### config.mk
export PLATFORM = sky130hd
export DESIGN_NAME = fetch_unit
export DESIGN_NICKNAME = d
export VERILOG_FILES = /design/src/rtl/fetch_unit_pkg.sv /design/src/rtl/fetch_unit_npc_calc.sv /design/src/rtl/fetch_unit.sv
export SDC_FILE = /design/constraint.sdc
export NUM_CORES = 1
export LEC_CHECK = 0
export ABC_AREA = 1
export CORE_UTILIZATION = 54
export DETAILED_ROUTE_END_ITERATION = 12
export DONT_BUFFER_PORTS = 1
export PLACE_DENSITY = 0.69
export SETUP_SLACK_MARGIN = 0.15
export SYNTH_ARGS = -nofsm -noshare
export SYNTH_HDL_FRONTEND = slang
export SYNTH_HIERARCHICAL = 1
export SYNTH_SLANG_ARGS = --single-unit
export TNS_END_PERCENT = 20
### constraint.sdc
create_clock -name clk -period 6 [get_ports clk]
set_clock_uncertainty 0.2 [all_clocks]
set_input_delay 1.2 -clock clk [delete_from_list [all_inputs] [get_ports clk]]
set_output_delay 1.2 -clock clk [all_outputs]
set_load 0.01 [all_outputs]
### src/rtl/fetch_unit_pkg.sv
// Shared definitions for the fetch stage: next-PC select encodings (shared with the
// decode controller), default reset PC and fetch FSM states.
package fetch_unit_pkg;

  localparam logic [31:0] PC_RESET_DEFAULT = 32'h0000_3000;

  localparam logic [1:0] NPC_SEQ = 2'b00;
  localparam logic [1:0] NPC_BEQ = 2'b01;
  localparam logic [1:0] NPC_J   = 2'b10;
  localparam logic [1:0] NPC_JR  = 2'b11;

  typedef enum logic {
    FETCH = 1'b0,
    ISSUE = 1'b1
  } state_t;

endpackage

### src/rtl/fetch_unit_npc_calc.sv
// Combinational next-PC selection: sequential, branch-if-equal, jump and jump-register.
import fetch_unit_pkg::*;

module npc_calc (
  input  logic [31:0] pc,
  input  logic [25:0] instr,
  input  logic [1:0]  npcop,
  input  logic        zero,
  input  logic [31:0] rs_data,
  output logic [31:0] npc,
  output logic        jr_misalign
);

  logic [31:0] p4;
  logic [31:0] br_off;

  assign p4     = pc + 32'd4;
  assign br_off = {{14{instr[15]}}, instr[15:0], 2'b00};

  always_comb begin
    npc         = p4;
    jr_misalign = 1'b0;
    case (npcop)
      NPC_SEQ: npc = p4;
      NPC_BEQ: npc = zero ? (p4 + br_off) : p4;
      NPC_J:   npc = {p4[31:28], instr[25:0], 2'b00};
      NPC_JR: begin
        npc         = {rs_data[31:2], 2'b00};
        jr_misalign = (rs_data[1:0] != 2'b00);
      end
      default: npc = p4;
    endcase
  end

endmodule

### src/rtl/fetch_unit.sv
// Instruction fetch stage: holds PC/IR, fetches over a req/ack memory port and
// issues to decode through a valid/ready handshake.
import fetch_unit_pkg::*;

module fetch_unit #(
  parameter logic [31:0] PC_RESET = PC_RESET_DEFAULT
) (
  input  logic        clk,
  input  logic        rst_n,
  output logic        imem_req,
  output logic [31:0] imem_addr,
  input  logic        imem_ack,
  input  logic [31:0] imem_rdata,
  output logic [31:0] instr,
  output logic [5:0]  opcode,
  output logic [5:0]  funct,
  output logic        instr_valid,
  input  logic        instr_ready,
  input  logic [1:0]  npcop,
  input  logic        zero,
  input  logic [31:0] rs_data,
  output logic [31:0] pc,
  output logic [31:0] pc_plus4,
  output logic        misalign
);

  state_t      state, state_nxt;
  logic [31:0] npc;
  logic        jr_misalign;

  npc_calc u_npc_calc (
    .pc          (pc),
    .instr       (instr[25:0]),
    .npcop       (npcop),
    .zero        (zero),
    .rs_data     (rs_data),
    .npc         (npc),
    .jr_misalign (jr_misalign)
  );

  always_ff @(posedge clk) begin
    if (!rst_n) state <= FETCH;
    else        state <= state_nxt;
  end

  always_comb begin
    state_nxt = state;
    case (state)
      FETCH:   if (imem_ack)    state_nxt = ISSUE;
      ISSUE:   if (instr_ready) state_nxt = FETCH;
      default: state_nxt = FETCH;
    endcase
  end

  always_comb begin
    imem_req    = 1'b0;
    instr_valid = 1'b0;
    case (state)
      FETCH:   imem_req    = 1'b1;
      ISSUE:   instr_valid = 1'b1;
      default: imem_req    = 1'b0;
    endcase
  end

  // Reset clears IR too, so an ack arriving alongside reset can never load it.
  always_ff @(posedge clk) begin
    if (!rst_n) begin
      pc       <= PC_RESET;
      instr    <= '0;
      misalign <= 1'b0;
    end else begin
      if (state == FETCH && imem_ack)
        instr <= imem_rdata;
      if (state == ISSUE && instr_ready) begin
        pc <= npc;
        if (jr_misalign)
          misalign <= 1'b1;
      end
    end
  end

  assign imem_addr = pc;
  assign opcode    = instr[31:26];
  assign funct     = instr[5:0];
  assign pc_plus4  = pc + 32'd4;

endmodule

==> results by group <==
Status
  – Status: finished clean

Floorplanning
  – Die height: 121 µm
  – Die Span X: roughly 120 µm
  – Total die area: 14600 µm²
  – Row cnt: 43
  – Number of I/O pins: 214
  – Starting density of the core: 0.551
  – Core area: 13800 µm²

Critical path
  – CP Buf/Inv Count: 1
  – Setup slack, reg-to-reg: 1.97 ns
  – Critical path's top delay family: simple AND/OR/NAND/NOR gates
  – Max FO, Critical Path: 9
  – Reg-to-reg startpoint: imem_addr[3]
  – Cell Chain, Critical Path: ha_1 -> nand2_1 -> nor2_4 -> nand2_2 -> nor2_4 -> xnor2_1 -> inv_1 -> ha_1 -> nand2_1 -> nor2_1 -> nand3_1 -> nand3b_1 -> nand2_1 -> nand3_1 -> nand3_1 -> nand2_1 -> nand3_1 -> o21ai_0 -> a21oi_1
  – Req. time, crit path: slightly above 6 ns
  – Reg2Reg Capture Point: imem_addr[29]
  – Worst Setup Path Type: reg -> reg
  – Max stage delay on crit path: 0.64 ns
  – Crit start category: flop
  – Slowest CP cell: dfxtp_1
  – Critical path capture point type: flop
  – Cell count of the worst reg-to-reg path: 19
  – Critical path arrival: between 4 and 5 ns
  – Crit path from: imem_addr[3]

Pwr
  – P_leak: 3.76 nW
  – Power density over the cells: ~200 nW/µm²
  – Peak supply drop: approximately 0.00013 V
  – Design Power: 1.55 mW

Yosys
  – Synthesized area: 7620 µm²
  – Post-Syn Instances: 1345
  – Asr flop ratio synth: 0
  – Synth top area cells: nand2_1 (19%), dfxtp_1 (17%), nor2_1 (11%), inv_1 (8.1%), ha_1 (5.7%)
  – Dominant cell by count in the synthesized netlist: nand2_1
  – Sequential element share of the synthesized area: 0.173
  – Synthesis Warnings: 6
  – Synth Net Count: 1452
  – Number of synthesized flops with an enable pin: 0
  – Cell variety after synth: 42
  – Prevailing post-synth register cell: dfxtp_1
  – Most frequent cells after synthesis: nand2_1 (391), nor2_1 (215), inv_1 (164), nand3_1 (83), o21ai_0 (78)
  – Largest area contributor in the netlist: nand2_1
  – Yosys reg bits: 66
  – Post-synthesis area per instance: 5.67 µm²
  – Yosys top cell area share: 0.193

Min path
  – Hold wc startpoint: misalign
  – Worst hold path type: reg -> reg
  – Hold Path Depth: 2
  – Hold Path End: misalign

Timing
  – Setup_tns: 0 ns
  – Least-Margin Pin Slew: 1.04 ns
  – Final setup fails: 0
  – Crit path time final: 4.03 ns
  – Fmax: 248 MHz
  – Slew Viols, Final: 0
  – RSZ-0062 raised after global routing: false
  – Slew margin rel.: 0.306
  – Fin crit share: 0.671
  – Final hold vios: 0

Drt
  – Initial DRC count: about 810
  – Final WL: 24.6 mm
  – Avg WL per Cell: 16.8 µm
  – Vias after detailed routing: 8208
  – DRC: 0
  – Routed Antenna Nets: 0
  – Vias/cell: 5.61
  – Pre-antenna DRT Iters: 6

Clock tree
  – Clk sink count: 66
  – Resized cells post-CTS: 0
  – Clock-pin slew on the worst setup and hold paths: 0.06 ns
  – Post-CTS setup buffer count: 0
  – Root Driver: clkbuf_16
  – CTS tree: done
  – CTS H-Tree Depth: 3
  – CTS Buf Count: 9
  – Clk_lat worst skew: 0.35 ns
  – CTS Hold Buffers Added: 0
  – Clock tree buffer depth: 2

Global route
  – First-pass GRT wire length: 38.1 mm
  – Initial antenna violation count: 0
  – Number of global-route vias before repair: 7209
  – Gr ovfl total: 0
  – Pin count of the biggest net entering global routing: 67
  – GRT Util Overall: 0.339

Place
  – Port bufs: 0
  – Routability cong.: 0.963
  – Area after DPL: 7390 µm²
  – DP HPWL: 18.9 mm

Cells and area
  – Final Instance Area: 7730 µm²
  – Final core occ: 0.559
  – Ratio of cells with drive above 1 in the final layout: 0.0499
  – # nets final: 1385
  – # diodes: 0
  – Layout area overhead: 1.48%

Job
  – Max-cap check violation count: 0
[cells by family after synthesis]
logic type,count (synthesis),share of synthesized area
flip-flops,66,0.173
adder cells (fa/ha/maj),36,0.0601
AND/OR/NAND/NOR,777,0.440
XOR/XNOR,41,0.0481
AO/OA/AOI/OAI,174,0.130
buffers and inverters,251,0.148
[through the flow]
step,setup slack (ns),cells,hold WS [ns]
final,1.97,1463,0.303
after global routing,1.68,1463,0.340
after CTS,2.02,1463,0.306
after detailed placement,2.03,1447,0.297
after global placement,2.04,1447,0.292
after floorplan,2.84,1345,0.281
[worst max path at each step]
stage / endpoint / slack [ns] / depth (start not counted)
3_5_place_dp: imem_addr[21] / 2.03 / 19
3_3_place_gp: imem_addr[21] / 2.04 / 19
5_1_grt: imem_addr[18] / 1.68 / 19
4_1_cts: imem_addr[21] / 2.02 / 19
6_report: imem_addr[29] / 1.97 / 19
2_1_floorplan: imem_addr[29] / 2.84 / 20
[routing by layer]
| layer | vias up | global-route usage | wire length, µm |
|---|---|---|---|
| li1 | 4077 | - | - |
| met1 | 3707 | 0.450 | 11000 |
| met2 | 381 | 0.540 | 11000 |
| met3 | 43 | 0.0632 | 1810 |
| met4 | 0 | 0.134 | 837 |
| met5 | - | 0 | 0 |
[report_power, final]
part | switching [mW] | total [mW] | internal (mW)
Clock | 0.217 | 0.624 | 0.407
Combinational | 0.233 | 0.356 | 0.123
Sequential | 0.0969 | 0.568 | 0.471
[state kept, by name (all words and copies together) (netlist names)]
name       cells
imem_addr     32
instr         32
misalign       1
state          1
[layout make-up]
type	count	area, µm²
fill	1449	6090
tap	180	225
multi-input combinational	1028	5180
timing repair buffer	4	30.0
clock buffer	10	229
inverter	169	634
sequential	66	1320
clock inverter	6	115
[placed cells by master, fill, tap and decap left out, types with 6 or more instances in the layout]
master and n:
a21o_1 6, a21oi_1 49, a22o_1 16, clkbuf_16 9, dfxtp_1 66, ha_1 35
inv_1 164, nand2_1 391, nand2_2 11, nand3_1 83, nand3b_1 19, nand4_1 16
nor2_1 213, nor2_2 11, nor2_4 12, nor3_1 6, o211ai_1 6, o21ai_0 78
o21ai_1 8, xnor2_1 14, xor2_1 26
[tightest hold or removal path, cell delays in order, from the launching register on]
cell and delay, ns:
dfxtp_1 0.34, inv_1 0.05, a21boi_0 0.06
Note: power is estimated with default switching activity, not from simulation.
